===== config.mk =====
export PLATFORM = sky130hd
export DESIGN_NAME = latency_report_tx
export DESIGN_NICKNAME = d
export VERILOG_FILES = /design/src/rtl/latency_report_pkg.sv /design/src/rtl/latency_report_tx.sv
export SDC_FILE = /design/constraint.sdc
export NUM_CORES = 1
export LEC_CHECK = 0
export CORE_ASPECT_RATIO = 2
export CORE_MARGIN = 2
export CORE_UTILIZATION = 44
export CTS_BUF_LIST = sky130_fd_sc_hd__clkbuf_4 sky130_fd_sc_hd__clkbuf_8 sky130_fd_sc_hd__clkbuf_16
export CTS_CLUSTER_DIAMETER = 40
export DETAILED_ROUTE_END_ITERATION = 10
export GPL_ROUTABILITY_DRIVEN = 0
export PLACE_DENSITY = 0.78
export SLEW_MARGIN = 20
export SYNTH_ARGS = -nofsm -noshare
export SYNTH_HDL_FRONTEND = slang
export SYNTH_SLANG_ARGS = --single-unit

===== constraint.sdc =====
create_clock -name i_clk -period 2.2 [get_ports i_clk]
set_input_delay 0.66 -clock i_clk [delete_from_list [all_inputs] [get_ports i_clk]]
set_output_delay 0.66 -clock i_clk [all_outputs]
set_load 0.02 [all_outputs]

===== src/rtl/latency_report_pkg.sv =====
// Shared types, constants and helpers for the latency report transmitter.
// LATENCY_REPORT_ASCII_EN selects ASCII hex reports instead of raw bytes.
package latency_report_pkg;

  typedef enum logic [0:0] {
    IDLE = 1'b0,
    SEND = 1'b1
  } state_t;

  localparam logic [7:0] ASCII_CR = 8'h0D;
  localparam logic [7:0] ASCII_LF = 8'h0A;

`ifdef LATENCY_REPORT_ASCII_EN
  localparam int CHARS_PER_BYTE = 2;
  localparam int TERM_LEN       = 2;
`else
  localparam int CHARS_PER_BYTE = 1;
  localparam int TERM_LEN       = 0;
`endif

  // Report length for a 32-bit meter.
  localparam int REPORT_LEN = 4 * CHARS_PER_BYTE + TERM_LEN;

  function automatic int report_len(input int lat_w);
    return (lat_w / 8) * CHARS_PER_BYTE + TERM_LEN;
  endfunction

  function automatic logic [7:0] nib2hex(input logic [3:0] n);
    if (n < 4'd10)
      return 8'h30 + {4'h0, n};
    else
      return 8'h37 + {4'h0, n};
  endfunction

endpackage


===== src/rtl/latency_report_tx.sv =====
// Captures the latency meter value on request and streams it MSB first.
// LATENCY_REPORT_ASCII_EN: uppercase hex chars plus CR LF; else raw bytes.
module latency_report_tx
  import latency_report_pkg::*;
#(
  parameter int LAT_W = 32
) (
  input  logic             i_clk,
  input  logic             i_rst,
  input  logic             i_req,
  input  logic [LAT_W-1:0] i_lat,
  output logic             o_get_ready,
  output logic [7:0]       o_byte,
  output logic             o_byte_valid,
  input  logic             i_byte_ready,
  output logic             o_busy
);

  localparam int LEN   = report_len(LAT_W);
  localparam int IDX_W = $clog2(LEN + 1);

  state_t           state;
  logic [LAT_W-1:0] cap;
  logic [IDX_W-1:0] idx;
  logic             hs;
  logic             last;

  function automatic logic [7:0] pick(
    input logic [LAT_W-1:0] v,
    input logic [IDX_W-1:0] i
  );
    logic [LAT_W-1:0] s;
`ifdef LATENCY_REPORT_ASCII_EN
    s = v << (32'(i) * 4);
    if (32'(i) < 2 * (LAT_W / 8))
      return nib2hex(s[LAT_W-1 -: 4]);
    else if (32'(i) == 2 * (LAT_W / 8))
      return ASCII_CR;
    else
      return ASCII_LF;
`else
    s = v << (32'(i) * 8);
    return s[LAT_W-1 -: 8];
`endif
  endfunction

  assign hs   = o_byte_valid && i_byte_ready;
  assign last = (idx == IDX_W'(LEN - 1));

  // o_byte is preloaded one step ahead so every output comes from a flop.
  always_ff @(posedge i_clk or posedge i_rst) begin
    if (i_rst) begin
      state        <= IDLE;
      cap          <= '0;
      idx          <= '0;
      o_get_ready  <= 1'b0;
      o_byte       <= 8'h00;
      o_byte_valid <= 1'b0;
      o_busy       <= 1'b0;
    end else begin
      o_get_ready <= 1'b0;
      unique case (state)
        IDLE: begin
          if (i_req) begin
            state        <= SEND;
            cap          <= i_lat;
            idx          <= '0;
            o_get_ready  <= 1'b1;
            o_byte       <= pick(i_lat, '0);
            o_byte_valid <= 1'b1;
            o_busy       <= 1'b1;
          end
        end
        SEND: begin
          if (hs) begin
            if (last) begin
              state        <= IDLE;
              idx          <= '0;
              o_byte       <= 8'h00;
              o_byte_valid <= 1'b0;
              o_busy       <= 1'b0;
            end else begin
              idx    <= idx + 1'b1;
              o_byte <= pick(cap, idx + 1'b1);
            end
          end
        end
        default: state <= IDLE;
      endcase
    end
  end

endmodule

-- Word level (Yosys, flattened, before mapping)
Index checks and enable logic that the tools add are counted.
- output and inout bits: 11
- word-level logic and storage cells: 34
- input port bits: 36
- register bits: 46
- equality and inequality tests: 4
- multiplexer cells: 17
- add/subtract/negate cells: 1
- reductions and logical operators: 4
- bitwise operators: 1
- shift-type cells: 1
- operators with widths (operator ; count):
    left shift 32 x 6 -> 32 bit ; 1
    two-way mux 8 bit ; 3
    case mux 8 bit (2 select lines) ; 1
    two-way mux 3 bit ; 3
    two-way mux 1 bit ; 7
    case mux 3 bit (2 select lines) ; 1
    inequality test 2 x 1 -> 1 bit, second input constant ; 2
    case mux 1 bit (2 select lines) ; 2
    AND reduction 2 bit ; 2
    adder 3 x 1 -> 3 bit, second input constant ; 1
    equality test 3 x 2 -> 1 bit, second input constant ; 1
    AND reduction 3 bit ; 1
    inequality test 2 bit, second input constant ; 1
    logical AND 1 bit ; 1
    NOT 1 bit ; 1

-- Longest topological paths before layout
Gate-level depths: netlist (run 1).
- depth in word-level cells: 5
- mapped depth: 6
- mapped depth without buffers: 5

-- Worst setup path after synthesis (run 1)
OpenSTA, ideal clock, no wires.
- path kind: register to register
- start point: register idx[0]
- end point: register o_byte[4]
- clock period less this slack: 1564 ps
- arrival time: 1439 ps
- path buffers: 1
- setup time: 125 ps
- slack: 636 ps
- required time: 2075 ps
- stages on the path, launching flop included: 6
- cell sequence: dfrtp_1 ha_1 buf_6 mux4_2 o211ai_2 nand3_2
- cells in the longest elaborated chain, start to end: 5
- elaborated cells on any way between the ends: 6
- those cells by class: add/sub (1); eq/ne (1); shift (1); mux (3)
- ends and longest elaborated chain (element ; line ; RTL):
    start, declared ; latency_report_tx.sv:24 ; logic [IDX_W-1:0] idx;
    start signal, assigned ; latency_report_tx.sv:83 ; idx <= idx + 1'b1;
    adder 3 x 1 -> 3 bit ; latency_report_tx.sv:84 ; o_byte <= pick(cap, idx + 1'b1);
    left shift 32 x 6 -> 32 bit ; latency_report_tx.sv:42 ; s = v << (32'(i) * 8);
    two-way mux 8 bit * ; latency_report_tx.sv:76 ; if (last) begin
    two-way mux 8 bit * ; latency_report_tx.sv:75 ; if (hs) begin
    case mux 8 bit (2 select lines) * ; latency_report_tx.sv:62 ; unique case (state)
    end signal, assigned ; latency_report_tx.sv:69 ; o_byte <= pick(i_lat, '0);
    end signal, assigned ; latency_report_tx.sv:84 ;
    end, declared ; latency_report_tx.sv:13 ; output logic [7:0] o_byte,
Mark *: on every way between the ends. The rest lies on a longest branch, timed or not. The select of a mux whose other input is x is not followed.
A chain may end at the register's enable or synchronous reset.

-- Worst setup path in the final report (run 1)
- start point: register o_busy
- end point: output o_busy
- RTL lines (element ; line ; RTL):
    start, declared ; latency_report_tx.sv:16 ; output logic o_busy
    start signal, assigned ; latency_report_tx.sv:59 ; o_busy <= 1'b0;
    start signal, assigned ; latency_report_tx.sv:71 ; o_busy <= 1'b1;
    start signal, assigned ; latency_report_tx.sv:81 ; o_busy <= 1'b0;
No word-level cell between the ends.

==> results.sh, run 1 <==
export IMPL_run_status="completed"
export IMPL_worst_setup_skew_after_layout_ns=0.00940
export IMPL_gr_total_overflow=0
export IMPL_source_of_the_worst_register_to_register_timing_path="idx[1]$_DFFE_PP0P_"
export IMPL_buffers_plus_inverters_on_the_worst_setup_path=1
export IMPL_clkSlewWorstSetupHoldPaths_ns=0.09
export IMPL_synth_yosys_warnings=0
export IMPL_root_buffer_cell="sky130_fd_sc_hd__clkbuf_8"
export IMPL_cp_slowest_cell="sky130_fd_sc_hd__clkdlybuf4s50_1"
export IMPL_postCtsSetupBuffers=0
export IMPL_clock_power_share_pct=17.5
export IMPL_endpoint_kind="output port"
export IMPL_post_synth_instance_area_um2=2120
export IMPL_global_route_wire_length_before_repair_um=7350
export IMPL_worst_hold_path_endpoint="cap[12]$_DFFE_PP0P_"
export IMPL_initial_core_util_pct=45.7
export IMPL_min_path_cells=2
export IMPL_synthToLayoutAreaGrowth_pct=28.0
export IMPL_ratio_of_routed_vias_to_standard_cells=5.04
export IMPL_site_rows=35
export IMPL_synth_async_sr_flop_share_pct=100
export IMPL_die_w_um=53.1
export IMPL_crit_cells=1
export IMPL_setup_reg_to_reg_worst_slack_ns=0.48
export IMPL_post_route_hold_slack_ns=0.473
export IMPL_ant_nets=0
export IMPL_synth_flop_type="sky130_fd_sc_hd__dfrtp_1"
export IMPL_drive_above_1_share_pct=10.3
export IMPL_place_port_buffers=46
export IMPL_wl_per_cell_um=13.1
export IMPL_floorplan_io_pins=47
export IMPL_numClockSinks=46
export IMPL_buffer_depth_of_the_longest_clock_path=2
export IMPL_dieHeight_um=102
export IMPL_initial_antenna_violation_count=0
export IMPL_p_per_area_nw_per_um2=1340
export IMPL_intPower_mw=2.39
export IMPL_synth_enable_flop_cells=0
export IMPL_dp_hpwl_um=2940
export IMPL_antenna_cells_inserted=0
export IMPL_yosysUniqueCellTypes=24
export IMPL_tns_ns=0
export IMPL_tritoncts="yes"
export IMPL_number_of_cell_instances_on_the_worst_register_to_register_path=4
export IMPL_required_ns=1.54
export IMPL_syn_mean_instance_area_um2=9.73
export IMPL_final_common_cell="sky130_fd_sc_hd__nand2_1"
export IMPL_totalWireLength_um=4150
export IMPL_number_of_buffers_created_by_cts=5
export IMPL_slew_violations=0
export IMPL_max_cap_viol_count=0
export IMPL_detailedRoute_firstPassIterationCount=5
export IMPL_stdcell_area_um2=2720
export IMPL_pin_count_of_the_biggest_net_entering_global_routing=47
export IMPL_setup_worst_path_start_class="flip-flop"
export IMPL_cp_max_fo=5
export IMPL_cts_repair_resized=0
export IMPL_final_period_utilization_pct=91.0
export IMPL_global_route_usage_total_pct=18.5
export IMPL_dpl_instance_area_um2=2600
export IMPL_final_fill_count=435
export IMPL_drt_initial_drc_count=30
export IMPL_fin_nets=302
export IMPL_holdCritStartpoint="cap[12]$_DFFE_PP0P_"
export IMPL_post_route_drc_count=0
export IMPL_crit_chain="clkdlybuf4s50_1"
export IMPL_core_region_area_um2=4640
export IMPL_net_count_after_synthesis=258
export IMPL_hold_violations=0
export IMPL_portion_of_total_power_attributed_to_combinational_logic_pct=43.2
export IMPL_layout_cells_most_common_list="sky130_fd_sc_hd__nand2_1, sky130_fd_sc_hd__dfrtp_1, sky130_fd_sc_hd__clkdlybuf4s50_1"
export IMPL_arrival_ns=1.34
export IMPL_cellLeakagePower_nw=1.30
export IMPL_power_net_switching_mw=1.26
export IMPL_crit_type="reg2out"
export IMPL_regToRegEndpoint="o_byte[4]$_DFFE_PP0P_"
export IMPL_worst_skew_pair_late_latency_ns=0.30
export IMPL_finalSetupViolations=0
export IMPL_ys_seq_area_share_pct=54.3
export IMPL_switching_share_pct=34.5
export IMPL_postSynthCellCount=218
export IMPL_cpPeakStageDelay_ns=0.63
export IMPL_first_global_vias=1706
export IMPL_die_area_um2=5420
export IMPL_irDropWorstVdd_uv=676
export IMPL_cpLargestDelayFamily="buffers and inverters"
export IMPL_seq_power_share_pct=39.3
export IMPL_period_needed_ns=2.00
export IMPL_pin_slew_with_the_least_headroom_to_its_limit_ns=0.420
export IMPL_dr_total_vias=1602
export IMPL_post_cts_hold_buffer_count=0
export IMPL_worst_slew_margin_rel_pct=71.9
export IMPL_worstHoldPathType="reg2reg"
export IMPL_rsz_0062_raised_after_global_routing="no"
export IMPL_cts_htree_levels=2
export IMPL_max_clock_freq_mhz=500
export IMPL_synth_seq_cells=46
==> sequential cells by signal (all words and copies together) (netlist names) <==
| name | flops |
|---|---|
| state | 1 |
| o_busy | 1 |
| cap | 32 |
| o_byte | 8 |
| o_get_ready | 1 |
| idx | 3 |
==> cells in the mapped netlist, types with 3 or more instances <==
cell | n | share of area, %
sky130_fd_sc_hd__nand2_1 | 106 | 19
sky130_fd_sc_hd__nand3_1 | 4 | 0.94
sky130_fd_sc_hd__inv_1 | 3 | 0.53
sky130_fd_sc_hd__dfrtp_1 | 46 | 54
sky130_fd_sc_hd__buf_2 | 7 | 1.7
sky130_fd_sc_hd__mux4_2 | 8 | 8.5
sky130_fd_sc_hd__ha_1 | 4 | 2.4
sky130_fd_sc_hd__buf_4 | 3 | 1.1
sky130_fd_sc_hd__nor3_1 | 7 | 1.7
sky130_fd_sc_hd__buf_6 | 4 | 2.1
sky130_fd_sc_hd__o21ai_0 | 7 | 1.7
sky130_fd_sc_hd__a21oi_1 | 7 | 1.7
==> worst max path at each step <==
stage | start | end | slack, ns
2_1_floorplan | i_rst | cap[0]$_DFFE_PP0P_ | 0.45
3_3_place_gp | i_req | o_byte[0]$_DFFE_PP0P_ | 0.24
3_5_place_dp | i_req | o_byte[5]$_DFFE_PP0P_ | 0.19
4_1_cts | o_busy$_DFFE_PP0P_ | o_busy | 0.19
5_1_grt | o_busy$_DFFE_PP0P_ | o_busy | 0.16
6_report | o_busy$_DFFE_PP0P_ | o_busy | 0.20
==> through the flow <==
stage / instances / power (mW) / worst slack [ns] / util [%]
floorplan: 218 / 2.61 / 0.452 / -
finish: 318 / 3.65 / 0.199 / 58.5
CTS: 318 / 3.69 / 0.187 / 58.5
global placement: 310 / 2.98 / 0.235 / 56.0
global route: 318 / 3.94 / 0.165 / 58.5
detailed placement: 310 / 3.03 / 0.192 / 56.0
==> metal layers <==
metal	share of wire, %	vias to the layer above	wire, um	global-route usage (%)
li1	-	787	-	-
met4	3.0	0	123	11.6
met1	40	757	1660	21.2
met3	4.2	10	175	3.36
met2	53	48	2200	31.0
met5	0	-	0	0
==> final cells by class <==
| cell class | instances | area [um2] | area share, % |
|---|---|---|---|
| clock buffers | 7 | 83.8 | 3.09 |
| clock inverters | 1 | 30.0 | 1.11 |
| inverters | 4 | 22.5 | 0.829 |
| multi-input cells | 153 | 841 | 31.0 |
| flip-flops and latches | 46 | 1150 | 42.4 |
| well taps | 55 | 68.8 | 2.53 |
| repair buffers | 52 | 518 | 19.1 |
==> cells by family (layout without fill, tap and decap cells) <==
family / after synthesis / count (layout) / synth area share (%)
compound gates: 19 / 19 / 5.55
flops: 46 / 46 / 54.3
fa+ha+maj: 4 / 4 / 2.36
simple gates: 122 / 122 / 23.2
buf+inv: 19 / 64 / 6.08
mux: 8 / 8 / 8.50
==> power groups by stage <==
stage | Combinational [mW] | Sequential [mW] | Clock [mW]
after detailed placement | 1.58 | 1.46 | 0
final | 1.58 | 1.44 | 0.639
after CTS | 1.59 | 1.44 | 0.655
after floorplan | 1.11 | 1.50 | 0
after global placement | 1.55 | 1.44 | 0
after global routing | 1.77 | 1.48 | 0.686
Note: power is estimated with default switching activity, not from simulation.
==> inputs of run 2 (changes only) <==
Settings changed: ABC_AREA from default to 1, PLACE_DENSITY 0.78 to 0.77.
==> results.sh, run 2 <==
export IMPL_run_status="completed"
export IMPL_setup_worst_path_start_class="flip-flop"
export IMPL_max_clock_freq_mhz=506
export IMPL_arrival_ns=1.32
export IMPL_dieHeight_um=106
export IMPL_crit_cells=1
export IMPL_floorplan_io_pins=47
export IMPL_tns_ns=0
export IMPL_dr_total_vias=1835
export IMPL_yosysUniqueCellTypes=19
export IMPL_number_of_cell_instances_on_the_worst_register_to_register_path=6
export IMPL_synth_seq_cells=46
export IMPL_totalWireLength_um=4720
export IMPL_global_route_usage_total_pct=17.8
export IMPL_fin_nets=357
export IMPL_postCtsSetupBuffers=0
export IMPL_post_route_hold_slack_ns=0.520
export IMPL_antenna_cells_inserted=0
export IMPL_post_cts_hold_buffer_count=0
export IMPL_core_region_area_um2=5090
export IMPL_site_rows=37
export IMPL_final_period_utilization_pct=89.8
export IMPL_layout_top_registers="cap: 32 flops, o_byte: 8 flops, idx: 3 flops"
export IMPL_numClockSinks=46
export IMPL_initial_core_util_pct=45.3
export IMPL_post_place_cells=368
export IMPL_required_ns=1.54
export IMPL_largest_reg_flops=32
export IMPL_slew_violations=0
export IMPL_worst_slew_margin_rel_pct=72.5
export IMPL_pin_count_of_the_biggest_net_entering_global_routing=66
export IMPL_max_cap_viol_count=0
export IMPL_rsz_0062_raised_after_global_routing="no"
export IMPL_synth_top_cells_by_count="sky130_fd_sc_hd__nand2_1, sky130_fd_sc_hd__dfrtp_1, sky130_fd_sc_hd__inv_1"
export IMPL_worst_skew_pair_late_latency_ns=0.30
export IMPL_buffers_plus_inverters_on_the_worst_setup_path=1
export IMPL_post_synth_instance_area_um2=2310
export IMPL_crit_chain="clkdlybuf4s50_1"
export IMPL_worst_setup_skew_after_layout_ns=0.00830
export IMPL_first_global_vias=1824
export IMPL_irDropWorstVdd_uv=712
export IMPL_pin_slew_with_the_least_headroom_to_its_limit_ns=0.411
export IMPL_period_needed_ns=1.98
export IMPL_post_route_drc_count=0
export IMPL_synth_flop_type="sky130_fd_sc_hd__dfrtp_1"
export IMPL_layout_cells_most_common_list="sky130_fd_sc_hd__nand2_1, sky130_fd_sc_hd__dfrtp_1, sky130_fd_sc_hd__clkdlybuf4s50_1"
export IMPL_synth_top_area_share_pct=49.9
export IMPL_tritoncts="yes"
export IMPL_report_power_total_mw=3.92
export IMPL_synth_enable_flop_cells=0
export IMPL_ant_nets=0
export IMPL_yosysMostFrequentCell="sky130_fd_sc_hd__nand2_1"
export IMPL_yosys_area_top_type="sky130_fd_sc_hd__dfrtp_1"
export IMPL_regMostFlops="cap"
export IMPL_drt_initial_drc_count=58
export IMPL_cp_slowest_cell="sky130_fd_sc_hd__clkdlybuf4s50_1"
export IMPL_postSynthCellCount=275
export IMPL_global_route_wire_length_before_repair_um=8250
export IMPL_cpLargestDelayFamily="buffers and inverters"
export IMPL_place_port_buffers=46
export IMPL_cp_max_fo=5
export IMPL_detailedRoute_firstPassIterationCount=4
export IMPL_cpPeakStageDelay_ns=0.62
export IMPL_clkSlewWorstSetupHoldPaths_ns=0.08
export IMPL_hold_violations=0
export IMPL_dp_hpwl_um=3500
export IMPL_die_w_um=55.2
export IMPL_cts_repair_resized=0
export IMPL_net_count_after_synthesis=315
export IMPL_post_synth_main_area_contributors="sky130_fd_sc_hd__dfrtp_1, sky130_fd_sc_hd__nand2_1, sky130_fd_sc_hd__o21ai_2, sky130_fd_sc_hd__inv_1, sky130_fd_sc_hd__nand3_1"
export IMPL_final_instance_count_excl_fill=374
export IMPL_dpl_worst_slack_ns=0.258
export IMPL_syn_mean_instance_area_um2=8.39
export IMPL_synth_async_sr_flop_share_pct=100
export IMPL_endpoint_kind="output port"
export IMPL_initial_antenna_violation_count=0
export IMPL_crit_type="reg2out"
export IMPL_finalSetupViolations=0
export IMPL_setup_slack_ns=0.225
export IMPL_drive_above_1_share_pct=11.7
export IMPL_final_common_cell="sky130_fd_sc_hd__nand2_1"
export IMPL_ys_seq_area_share_pct=49.9
export IMPL_gr_total_overflow=0
export IMPL_min_path_cells=2
export IMPL_synthToLayoutAreaGrowth_pct=23.4
export IMPL_worstHoldPathType="reg2reg"
export IMPL_number_of_buffers_created_by_cts=5
export IMPL_final_fill_count=504
export IMPL_root_buffer_cell="sky130_fd_sc_hd__clkbuf_8"
export IMPL_ratio_of_routed_vias_to_standard_cells=4.91
export IMPL_cts_htree_levels=2
export IMPL_die_area_um2=5880
export IMPL_synth_yosys_warnings=0
export IMPL_cellLeakagePower_nw=1.36
export IMPL_p_per_area_nw_per_um2=1380
export IMPL_wl_per_cell_um=12.6
export IMPL_buffer_depth_of_the_longest_clock_path=2
## run 2: final cells by class
cell class / count / area [um2] / share of cell area, %
tap: 58 / 72.6 / 2.55
multi-input combinational: 174 / 875 / 30.7
clock buffer: 6 / 82.6 / 2.90
timing repair buffer: 50 / 515 / 18.1
inverter: 40 / 153 / 5.36
sequential: 46 / 1150 / 40.4
## run 2: kinds of logic after synthesis
| logic type | count (synthesis) | share of synthesized area, % |
|---|---|---|
| compound gates | 51 | 14.7 |
| fa+ha+maj | 4 | 2.17 |
| buf+inv | 55 | 12.2 |
| flops | 46 | 49.9 |
| simple gates | 119 | 21.0 |
## run 2: per-layer routing
metal,wire length (um),GRT usage [%],vias up
li1,-,-,932
met1,1900,21.4,842
met2,2470,29.0,47
met3,145,2.68,14
met4,202,11.8,0
met5,0,0,-
## run 2: through the flow
step / util, % / cell area (um2)
floorplan: - / 2310
global placement: 54.3 / 2770
detailed placement: 54.3 / 2770
CTS: 55.9 / 2850
global route: 55.9 / 2850
finish: 55.9 / 2850
## run 2: final timing paths
path,start,endpoint,slack (ns)
max in group asynchronous,i_rst,cap[30]$_DFFE_PP0P_,1.27
max,o_busy$_DFFE_PP0P_,o_busy,0.22
max reg2reg,idx[0]$_DFFE_PP0P_,o_byte[6]$_DFFE_PP0P_,0.62
min in group asynchronous,i_rst,o_get_ready$_DFF_PP0_,0.71
min reg2reg,cap[7]$_DFFE_PP0P_,cap[7]$_DFFE_PP0P_,0.52
min,cap[7]$_DFFE_PP0P_,cap[7]$_DFFE_PP0P_,0.52
## run 2: tightest hold or removal path, stage by stage (launching register included)
cell and delay [ns]:
sky130_fd_sc_hd__dfrtp_1 0.32, sky130_fd_sc_hd__inv_1 0.05, sky130_fd_sc_hd__o21ai_2 0.11
## run 2: power breakdown
part / internal (mW) / total (mW) / switching, mW
sequential: 1.24 / 1.39 / 0.145
clock: 0.242 / 0.498 / 0.255
combinational: 0.801 / 2.03 / 1.23
